## src/rtl/cla_multiword_adder.sv

```systemverilog
// Sequential WORDS*16-bit adder: one 16-bit carry-lookahead slice is reused
// once per cycle, least-significant word first, with the slice carry registered.
module cla_multiword_adder #(
    parameter int WORDS = 4
) (
    input  logic                clk,
    input  logic                rst,
    input  logic                start,
    input  logic [WORDS*16-1:0] a,
    input  logic [WORDS*16-1:0] b,
    input  logic                cin,
    output logic                busy,
    output logic                done,
    output logic [WORDS*16-1:0] sum,
    output logic                cout,
    output logic                ovf
);
    localparam int N  = WORDS * 16;
    localparam int IW = (WORDS > 1) ? $clog2(WORDS) : 1;
    localparam logic [IW-1:0] LAST = IW'(WORDS - 1);

    typedef enum logic [1:0] {IDLE, RUN, DONE} state_t;

    state_t          state_q, state_d;
    logic [N-1:0]    a_q, a_d, b_q, b_d, sum_q, sum_d;
    logic            carry_q, carry_d, cout_q, cout_d, ovf_q, ovf_d;
    logic [IW-1:0]   idx_q, idx_d;
    logic [15:0]     a_sl, b_sl, s_sl;
    logic            c16;

    // Four-bit lookahead: returns carries into bits 1..4 from generate/propagate.
    function automatic logic [3:0] la4(input logic [3:0] gi, input logic [3:0] pi, input logic ci);
        logic [3:0] c;
        c[0] = gi[0] | (pi[0] & ci);
        c[1] = gi[1] | (pi[1] & gi[0]) | (pi[1] & pi[0] & ci);
        c[2] = gi[2] | (pi[2] & gi[1]) | (pi[2] & pi[1] & gi[0]) | (pi[2] & pi[1] & pi[0] & ci);
        c[3] = gi[3] | (pi[3] & gi[2]) | (pi[3] & pi[2] & gi[1]) | (pi[3] & pi[2] & pi[1] & gi[0])
             | (pi[3] & pi[2] & pi[1] & pi[0] & ci);
        return c;
    endfunction

    // CLA16bit: two-level lookahead over four nibble groups; returns {c16, s}.
    function automatic logic [16:0] cla16bit(input logic [15:0] x, input logic [15:0] y, input logic c0);
        logic [15:0] g, p, s;
        logic [3:0]  gg, pp, gc, cn, t;
        g = x & y;
        p = x ^ y;
        for (int unsigned n = 0; n < 4; n++) begin
            t     = la4(g[4*n +: 4], p[4*n +: 4], 1'b0);
            gg[n] = t[3];
            pp[n] = &p[4*n +: 4];
        end
        gc = la4(gg, pp, c0);
        cn = {gc[2:0], c0};
        for (int unsigned n = 0; n < 4; n++) begin
            t            = la4(g[4*n +: 4], p[4*n +: 4], cn[n]);
            s[4*n +: 4]  = p[4*n +: 4] ^ {t[2:0], cn[n]};
        end
        return {gc[3], s};
    endfunction

    always_ff @(posedge clk) begin
        if (rst) state_q <= IDLE;
        else     state_q <= state_d;
    end

    always_comb begin
        state_d = state_q;
        unique case (state_q)
            IDLE:    if (start) state_d = RUN;
            RUN:     if (idx_q == LAST) state_d = DONE;
            DONE:    state_d = IDLE;
            default: state_d = IDLE;
        endcase
    end

    always_comb begin
        busy = (state_q == RUN);
        done = (state_q == DONE);
    end

    always_comb begin
        a_sl = '0;
        b_sl = '0;
        for (int unsigned w = 0; w < WORDS; w++) begin
            if (idx_q == IW'(w)) begin
                a_sl = a_q[16*w +: 16];
                b_sl = b_q[16*w +: 16];
            end
        end
        {c16, s_sl} = cla16bit(a_sl, b_sl, carry_q);
    end

    always_comb begin
        a_d     = a_q;
        b_d     = b_q;
        carry_d = carry_q;
        sum_d   = sum_q;
        cout_d  = cout_q;
        ovf_d   = ovf_q;
        idx_d   = idx_q;
        unique case (state_q)
            IDLE: begin
                if (start) begin
                    a_d     = a;
                    b_d     = b;
                    carry_d = cin;
                    sum_d   = '0;
                    cout_d  = 1'b0;
                    ovf_d   = 1'b0;
                    idx_d   = '0;
                end
            end
            RUN: begin
                for (int unsigned w = 0; w < WORDS; w++) begin
                    if (idx_q == IW'(w)) sum_d[16*w +: 16] = s_sl;
                end
                carry_d = c16;
                if (idx_q == LAST) begin
                    cout_d = c16;
                    // s_sl[15] is the final sum MSB, not yet visible in sum_q
                    ovf_d  = (a_q[N-1] == b_q[N-1]) && (s_sl[15] != a_q[N-1]);
                end else begin
                    idx_d = idx_q + 1'b1;
                end
            end
            default: ;
        endcase
    end

    always_ff @(posedge clk) begin
        if (rst) begin
            a_q     <= '0;
            b_q     <= '0;
            carry_q <= 1'b0;
            sum_q   <= '0;
            cout_q  <= 1'b0;
            ovf_q   <= 1'b0;
            idx_q   <= '0;
        end else begin
            a_q     <= a_d;
            b_q     <= b_d;
            carry_q <= carry_d;
            sum_q   <= sum_d;
            cout_q  <= cout_d;
            ovf_q   <= ovf_d;
            idx_q   <= idx_d;
        end
    end

    assign sum  = sum_q;
    assign cout = cout_q;
    assign ovf  = ovf_q;

endmodule

```

## config.mk

```make
export PLATFORM = sky130hd
export DESIGN_NAME = cla_multiword_adder
export DESIGN_NICKNAME = d
export VERILOG_FILES = /design/src/rtl/cla_multiword_adder.sv
export SDC_FILE = /design/constraint.sdc
export NUM_CORES = 1
export LEC_CHECK = 0
export CELL_PAD_IN_SITES_DETAIL_PLACEMENT = 2
export CELL_PAD_IN_SITES_GLOBAL_PLACEMENT = 2
export CORE_MARGIN = 8
export CORE_UTILIZATION = 28
export CTS_CLUSTER_SIZE = 10
export DETAILED_ROUTE_END_ITERATION = 6
export PLACE_DENSITY_LB_ADDON = 0.1
export REMOVE_ABC_BUFFERS = 1
export SLEW_MARGIN = 20
export SYNTH_ARGS = -nofsm -noshare
export SYNTH_HDL_FRONTEND = slang
export SYNTH_SLANG_ARGS = --single-unit
```

## constraint.sdc

```tcl
create_clock -name clk -period 4.5 [get_ports clk]
set_input_delay 0.45 -clock clk [delete_from_list [all_inputs] [get_ports clk]]
set_output_delay 0.45 -clock clk [all_outputs]
set_load 0.005 [all_outputs]
```

### Yosys cells after proc, flatten, opt, wreduce, memory -nomap -nowiden

Index checks and enable logic that the tools add are counted.

* register bits after elaboration: 199
* input bits: 132

* $add $sub $neg: 1
* equal/unequal tests: 13
* muxes and demuxes: 27
* bitwise operators: 124
* reduce and logical (&&, ||, !) cells: 16

Operators with widths (count)
* $mux W16: 12
* $pmux W64 S2: 1
* $and A1 B1 Y1: 72
* $mux W64: 1
* $or A1 B1 Y1: 46
* $and A16 B16 Y16: 1
* $reduce_and A4 Y1: 4
* $xor A16 B16 Y16: 1
* $xor A4 B4 Y4: 4
* $reduce_and A3 Y1: 5
* $mux W2: 4
* $ne A2 B1 Y1 const B: 4
* $pmux W2 S2: 2
* $eq A2 B2 Y1 const B: 3
* $pmux W1 S2: 3
* $reduce_and A2 Y1: 3
* $eq A2 B1 Y1 const B: 2
* $logic_not A2 Y1: 2
* $mux W1: 4
* $ne A2 B2 Y1 const B: 2
* $add A2 B1 Y2 const B: 1
* $reduce_bool A2 Y1: 1
* $eq A1 B1 Y1: 1
* $logic_and A1 B1 Y1: 1
* $ne A1 B1 Y1: 1

### Logic depth before layout (Yosys ltp)

* depth after elaboration: 21
* gate-level depth with buffers: 22
* gate-level depth less buffers: 21

### Worst setup path before layout

Ideal clock, no wire load.

* path type: register -> register
* start point: reg idx_q[0]
* end point: reg sum_q[61], in the netlist sum[61]
* data arrival time: 3.851 ns
* path slack: 0.579 ns
* cell stages (with the launch flop): 21
* buffers on the path: 3
* cells stage by stage: dfxtp_1 ha_1 clkbuf_1 clkbuf_1 buf_1 a21oi_1 nor2_1 a21oi_1 o21ai_0 ha_1 a21o_2 nand4_1 a211oi_2 o31ai_4 o21ai_4 inv_1 fa_1 xor2_1 nor2_1 nand2_1 a21oi_1

* longest elaborated chain between the ends: 19
* elaborated cells between the ends (all ways): 56

RTL lines
* start: declaration: RTL line 27 `logic [IW-1:0] idx_q, idx_d;`
* start signal: assignment: RTL line 147 `idx_q <= idx_d;`
* $logic_not A2 Y1: RTL line 86 `if (idx_q == IW'(w)) begin`
* $mux W16 (4 in series): RTL line 86
* $xor A16 B16 Y16 or $and A16 B16 Y16 (tied branches): RTL line 47, 46
* $and A1 B1 Y1
* $or A1 B1 Y1 or $and A1 B1 Y1 (tied branches) (2 in series)
* $or A1 B1 Y1: RTL line 37 `c[3] = gi[3] | (pi[3] & gi[2]) | (pi[3] & pi[2] & gi[1]) | (pi[3] & pi[2] & pi[1] & gi[0])`
* $and A1 B1 Y1: RTL line 36 `c[2] = gi[2] | (pi[2] & gi[1]) | (pi[2] & pi[1] & gi[0]) | (pi[2] & pi[1] & pi[0] & ci);`
* $or A1 B1 Y1 (3 in series): RTL line 36
* $and A1 B1 Y1: RTL line 34 `c[0] = gi[0] | (pi[0] & ci);`
* $or A1 B1 Y1: RTL line 34
* $xor A4 B4 Y4: RTL line 57 `s[4*n +: 4] = p[4*n +: 4] ^ {t[2:0], cn[n]};`
* $mux W16: RTL line 116 `if (idx_q == IW'(w)) sum_d[16*w +: 16] = s_sl;`
* $pmux W64 S2: RTL line 102 `unique case (state_q)`
* end signal: assignment: RTL line 144 `sum_q <= sum_d;`
* end: declaration: RTL line 25 `logic [N-1:0] a_q, a_d, b_q, b_d, sum_q, sum_d;`

Parallel ways exist; a longest one is shown, timed or not. The select of a mux whose other input is x is not followed.
A chain may end at the register's enable or synchronous reset.

### Final worst setup path

* start point: reg idx_q[0]
* end point: reg sum_q[29], in the netlist sum[29]

The elaborated chain is that of the path after synthesis.

==> flow_summary.html <==
<table>
<tr><th>Metric</th><th>Value</th></tr>
<tr><th colspan="2">Status</th></tr>
<tr><td>Run status</td><td>finished clean</td></tr>
<tr><th colspan="2">Route</th></tr>
<tr><td>Number of detailed-route iterations in the first pass</td><td>4</td></tr>
<tr><td>Remaining DRCs</td><td>0</td></tr>
<tr><td>Vias after detailed routing</td><td>8601</td></tr>
<tr><td>Drt first-iter violations</td><td>between 300 and 400</td></tr>
<tr><td>Routed wire length</td><td>around 33 mm</td></tr>
<tr><td>Wirelength per Cell</td><td>about 19 um</td></tr>
<tr><td>Antenna-violating nets left</td><td>0</td></tr>
<tr><td>Vias per inst</td><td>~4.9</td></tr>
<tr><th colspan="2">Placement</th></tr>
<tr><td>Cell area after placement</td><td>roughly 0.011 mm2</td></tr>
<tr><td>Cells after DPL</td><td>1725</td></tr>
<tr><td>Placer's final routability congestion estimate</td><td>around 0.74</td></tr>
<tr><td>Setup Slack @ Placement</td><td>0.0369 ns</td></tr>
<tr><td>Total half-perimeter wirelength after legalization and detailed placement</td><td>between 20 and 25 mm</td></tr>
<tr><td>Port buffer count</td><td>199</td></tr>
<tr><th colspan="2">Setup path</th></tr>
<tr><td>Category of the worst setup path launch point</td><td>register</td></tr>
<tr><td>R2R Path End</td><td>sum[29]$_SDFFE_PP0P_</td></tr>
<tr><td>Maximum fanout along the worst path</td><td>19</td></tr>
<tr><td>Cell mode on critical path</td><td>sky130_fd_sc_hd__nor2_1</td></tr>
<tr><td>Arrival time of the worst setup path</td><td>4.49 ns</td></tr>
<tr><td>Top delay family on crit path</td><td>compound AO/OA/AOI/OAI gates</td></tr>
<tr><td>Largest stage delay on the critical path</td><td>0.45 ns</td></tr>
<tr><td>Critical-path top delay cell</td><td>sky130_fd_sc_hd__dfxtp_1</td></tr>
<tr><td>Worst Setup Path Type</td><td>reg2reg</td></tr>
<tr><td>Critical path required time</td><td>4.80 ns</td></tr>
<tr><td>Combined buffer and inverter count along the critical path</td><td>2</td></tr>
<tr><td>Worst r2r src</td><td>idx_q[0]$_SDFFE_PP0P_</td></tr>
<tr><td>Reg-to-reg slack, setup</td><td>about 0.32 ns</td></tr>
<tr><td>CP cell instances</td><td>inv_1, ha_4, nand2_1, nor2_1, a21oi_1, nor2_1, a21oi_1, o21ai_0, ha_1, a21o_2, nand4_1, a211oi_4, o31ai_4, o21ai_4, inv_1, fa_1, xor2_1, nor2_2, a22oi_1, nor2_1</td></tr>
<tr><td>Logic depth of the worst path, buffers included</td><td>20</td></tr>
<tr><td>Type of element capturing the critical path</td><td>register</td></tr>
<tr><td>Number of cells on the worst reg-to-reg path</td><td>20</td></tr>
<tr><td>Crit. Startpoint</td><td>idx_q[0]$_SDFFE_PP0P_</td></tr>
<tr><th colspan="2">Synthesis</th></tr>
<tr><td>List of most frequent post-synthesis cells</td><td>sky130_fd_sc_hd__nand2_1, sky130_fd_sc_hd__a21oi_1, sky130_fd_sc_hd__dfxtp_1</td></tr>
<tr><td>Yosys top cell area share</td><td>between 40 and 50%</td></tr>
<tr><td>Warnings from Yosys</td><td>0</td></tr>
<tr><td>Most instantiated flip-flop cell in the synthesis netlist</td><td>sky130_fd_sc_hd__dfxtp_1</td></tr>
<tr><td>Proportion of register bits with asynchronous set or reset after synthesis</td><td>0%</td></tr>
<tr><td>Library cell occupying the most area in the post-synthesis netlist</td><td>sky130_fd_sc_hd__dfxtp_1</td></tr>
<tr><td>Post-synthesis cell count</td><td>~1200</td></tr>
<tr><td>Dominant cell by count in the synthesized netlist</td><td>sky130_fd_sc_hd__nand2_1</td></tr>
<tr><td>Top cells by area, synth</td><td>sky130_fd_sc_hd__dfxtp_1, sky130_fd_sc_hd__nand2_1, sky130_fd_sc_hd__a21oi_1</td></tr>
<tr><td>Mapped Area</td><td>just under 0.009 mm2</td></tr>
<tr><td>Sequential element share of the synthesized area</td><td>between 40% and 50%</td></tr>
<tr><td>Synth Register Bits</td><td>199</td></tr>
<tr><td>Number of synthesized flops with an enable pin</td><td>0</td></tr>
<tr><td>Synthesized area per cell</td><td>roughly 7.3 um2</td></tr>
<tr><td>Yosys cell types</td><td>48</td></tr>
<tr><th colspan="2">Pwr</th></tr>
<tr><td>Leakage power of the design</td><td>between 4 and 5 nW</td></tr>
<tr><td>NetSw</td><td>about 1.3 mW</td></tr>
<tr><td>Power Dens Cells</td><td>356 mW/mm2</td></tr>
<tr><td>Peak ir drop on the vdd network</td><td>about 0.24 mV</td></tr>
<tr><td>Cell-internal power</td><td>between 2 and 3 mW</td></tr>
<tr><td>Comb pwr share</td><td>17.6%</td></tr>
<tr><td>Sequential cell fraction of total power</td><td>45.6%</td></tr>
<tr><td>Switching share of power</td><td>approximately 30%</td></tr>
<tr><td>Share of total power in the clock network</td><td>between 30% and 40%</td></tr>
<tr><th colspan="2">Floorplanning</th></tr>
<tr><td>Starting Density</td><td>28.1%</td></tr>
<tr><td>Core Area</td><td>between 0.03 and 0.04 mm2</td></tr>
<tr><td>Site Rows</td><td>65</td></tr>
<tr><td>Area of the die</td><td>roughly 0.037 mm2</td></tr>
<tr><td>Horizontal extent of the die</td><td>a little under 200 um</td></tr>
<tr><td>Die span in y</td><td>approximately 190 um</td></tr>
<tr><td># IOs</td><td>200</td></tr>
<tr><th colspan="2">GRT</th></tr>
<tr><td>Residual overflow from global routing</td><td>0</td></tr>
<tr><td>Overall fraction of global-route tracks in use</td><td>around 18%</td></tr>
<tr><td>Global Route met3 Usage</td><td>3.58%</td></tr>
<tr><td>Most used routing layer in global routing</td><td>met2</td></tr>
<tr><td>Maximum number of pins on one net before global-route repair</td><td>99</td></tr>
<tr><td>GRT met1 Usage</td><td>approximately 23%</td></tr>
<tr><td>Number of global-route vias before repair</td><td>just over 9000</td></tr>
<tr><td>Antenna violations before repair</td><td>1</td></tr>
<tr><td>Met2 usage</td><td>30.4%</td></tr>
<tr><td>First-pass GRT wire length</td><td>slightly above 50 mm</td></tr>
<tr><th colspan="2">Layout</th></tr>
<tr><td>Share of cells above drive strength 1</td><td>5.24%</td></tr>
<tr><td>Utilization of the core after routing</td><td>between 30% and 40%</td></tr>
<tr><td>Final-stage net count</td><td>~1500</td></tr>
<tr><td>Non-Filler Instances</td><td>between 1500 and 2000</td></tr>
<tr><td>Area taken by multi-input logic gates</td><td>around 0.0045 mm2</td></tr>
<tr><td>Area of all sequential standard cells</td><td>around 0.0040 mm2</td></tr>
<tr><td>Filler Cell Count</td><td>~3600</td></tr>
<tr><td>Final Cell Area</td><td>0.0117 mm2</td></tr>
<tr><td>Diode insertion count for antenna repair</td><td>0</td></tr>
<tr><td>Synth-to-Final Area Change</td><td>33.7%</td></tr>
<tr><th colspan="2">STA</th></tr>
<tr><td>Number of max-slew violations in the final report</td><td>0</td></tr>
<tr><td>Transition at the pin with the smallest max-transition slack</td><td>1.04 ns</td></tr>
<tr><td>Final worst clock skew</td><td>0.0200 ns</td></tr>
<tr><td>Tcrit/Tclk final</td><td>roughly 93%</td></tr>
<tr><td>Setup TNS</td><td>0 ns</td></tr>
<tr><td>Max frequency</td><td>239 MHz</td></tr>
<tr><td>Post-route minimum period</td><td>roughly 4.2 ns</td></tr>
<tr><td>Unrepaired setup endpoints after global routing</td><td>false</td></tr>
<tr><td>Count of final setup violators</td><td>0</td></tr>
<tr><td>Final setup slack of the worst path</td><td>roughly 0.32 ns</td></tr>
<tr><td>Final Hold Vio Count</td><td>0</td></tr>
<tr><td>Relative slew slack</td><td>30.7%</td></tr>
<tr><th colspan="2">CTS</th></tr>
<tr><td>H-tree levels</td><td>4</td></tr>
<tr><td>Count of hold-fix buffers inserted at cts</td><td>0</td></tr>
<tr><td>CTS Sinks</td><td>just under 200</td></tr>
<tr><td>Clk_lat worst skew</td><td>approximately 0.45 ns</td></tr>
<tr><td>Clock tree from TritonCTS</td><td>yes</td></tr>
<tr><td>Number of buffers created by CTS</td><td>17</td></tr>
<tr><td>Root Buffer</td><td>sky130_fd_sc_hd__clkbuf_16</td></tr>
<tr><td>Clock Tree Buf Depth</td><td>2</td></tr>
<tr><td>CTS clk-pin slew, worst paths</td><td>roughly 0.080 ns</td></tr>
<tr><th colspan="2">Min path</th></tr>
<tr><td>Number of cells on the worst hold path</td><td>2</td></tr>
<tr><td>Min-delay worst type</td><td>reg2reg</td></tr>
<tr><td>Start point of the worst hold path</td><td>b_q[52]$_SDFFE_PP0P_</td></tr>
<tr><td>Endpoint with the worst hold slack</td><td>b_q[52]$_SDFFE_PP0P_</td></tr>
<tr><th colspan="2">Job</th></tr>
<tr><td>Max-cap violation count</td><td>0</td></tr>
</table>
==> power by group through the flow <==
stage	sequential, mW	clock (mW)	combinational, mW
finish	1.91	1.54	0.735
detailed placement	1.95	0	0.740
CTS	1.91	1.60	0.746
floorplan	1.93	0	0.370
global route	1.92	1.67	0.818
global placement	1.95	0	0.723
==> final cells by class <==
cell class / instances / area share, %
multi-input combinational: 891 / 38.1
sequential: 199 / 33.9
timing repair buffer: 217 / 18.2
tap: 402 / 4.28
clock buffer: 19 / 3.77
clock inverter: 13 / 1.16
inverter: 17 / 0.543
==> worst reg2reg max path: cells and delay by family, from the launching register on <==
kind | cells | cell delay (ns)
fa+ha+maj | 3 | 1.08
compound gates | 8 | 1.52
flops | 1 | 0.45
buf+inv | 2 | 0.25
simple gates | 6 | 0.54
xor+xnor | 1 | 0.19
==> metrics by stage <==
stage / hold slack, ns / power (mW)
after detailed placement: 0.450 / 2.69
after global routing: 0.489 / 4.41
after CTS: 0.462 / 4.26
after global placement: 0.442 / 2.67
final: 0.459 / 4.19
after floorplan: 0.431 / 2.30
==> routing by layer <==
metal  vias up  wire, um
met5         -        13
met2       134     15800
li1       4262         -
met4         2       283
met1      4182     15500
met3        21      1390
==> worst max-delay path by stage <==
| stage | endpoint | slack (ns) |
|---|---|---|
| floorplan | sum[29]$_SDFFE_PP0P_ | -0.13 |
| global placement | sum[45]$_SDFFE_PP0P_ | 0.26 |
| detailed placement | sum[45]$_SDFFE_PP0P_ | 0.04 |
| CTS | sum[29]$_SDFFE_PP0P_ | 0.14 |
| global route | sum[29]$_SDFFE_PP0P_ | 0.02 |
| finish | sum[29]$_SDFFE_PP0P_ | 0.32 |
==> kinds of logic (layout without fill, tap and decap cells) <==
kind of cell / Yosys count / count (layout) / share of synthesized area, %
and+or+nand+nor: 535 / 535 / 24.5
AOI/OAI and AO/OA: 319 / 319 / 20.4
DFF: 199 / 199 / 45.3
buffers and inverters: 108 / 266 / 4.63
adders and majority gates: 24 / 24 / 3.76
xor gates and xnor gates: 10 / 10 / 0.997
muxes: 3 / 3 / 0.342
==> cells in the final DEF (no fill, tap or decap), drive strengths merged, types with 7 or more instances in the layout <==
cell           instances
nand2                343
a21oi                233
dfxtp                199
clkdlybuf4s50        198
nor2                 136
o21ai                 38
inv                   23
ha                    20
clkbuf                19
buf                   19
a22oi                 16
nand3b                15
nor3                  13
xor2                   7
==> registers in the layout, summed over array words and instances, names as in the netlist <==
name	count
a_q	64
b_q	64
carry_q	1
cout	1
idx_q	2
ovf	1
state_q	2
sum	64
==> repair_timing <==
action,4_1_cts,5_1_grt
buffers inserted,0,1
setup endpoints to repair,1,4
gates resized for setup,1,2
gates cloned,0,0
pin swaps,0,0
Note: power is estimated with default switching activity, not from simulation.
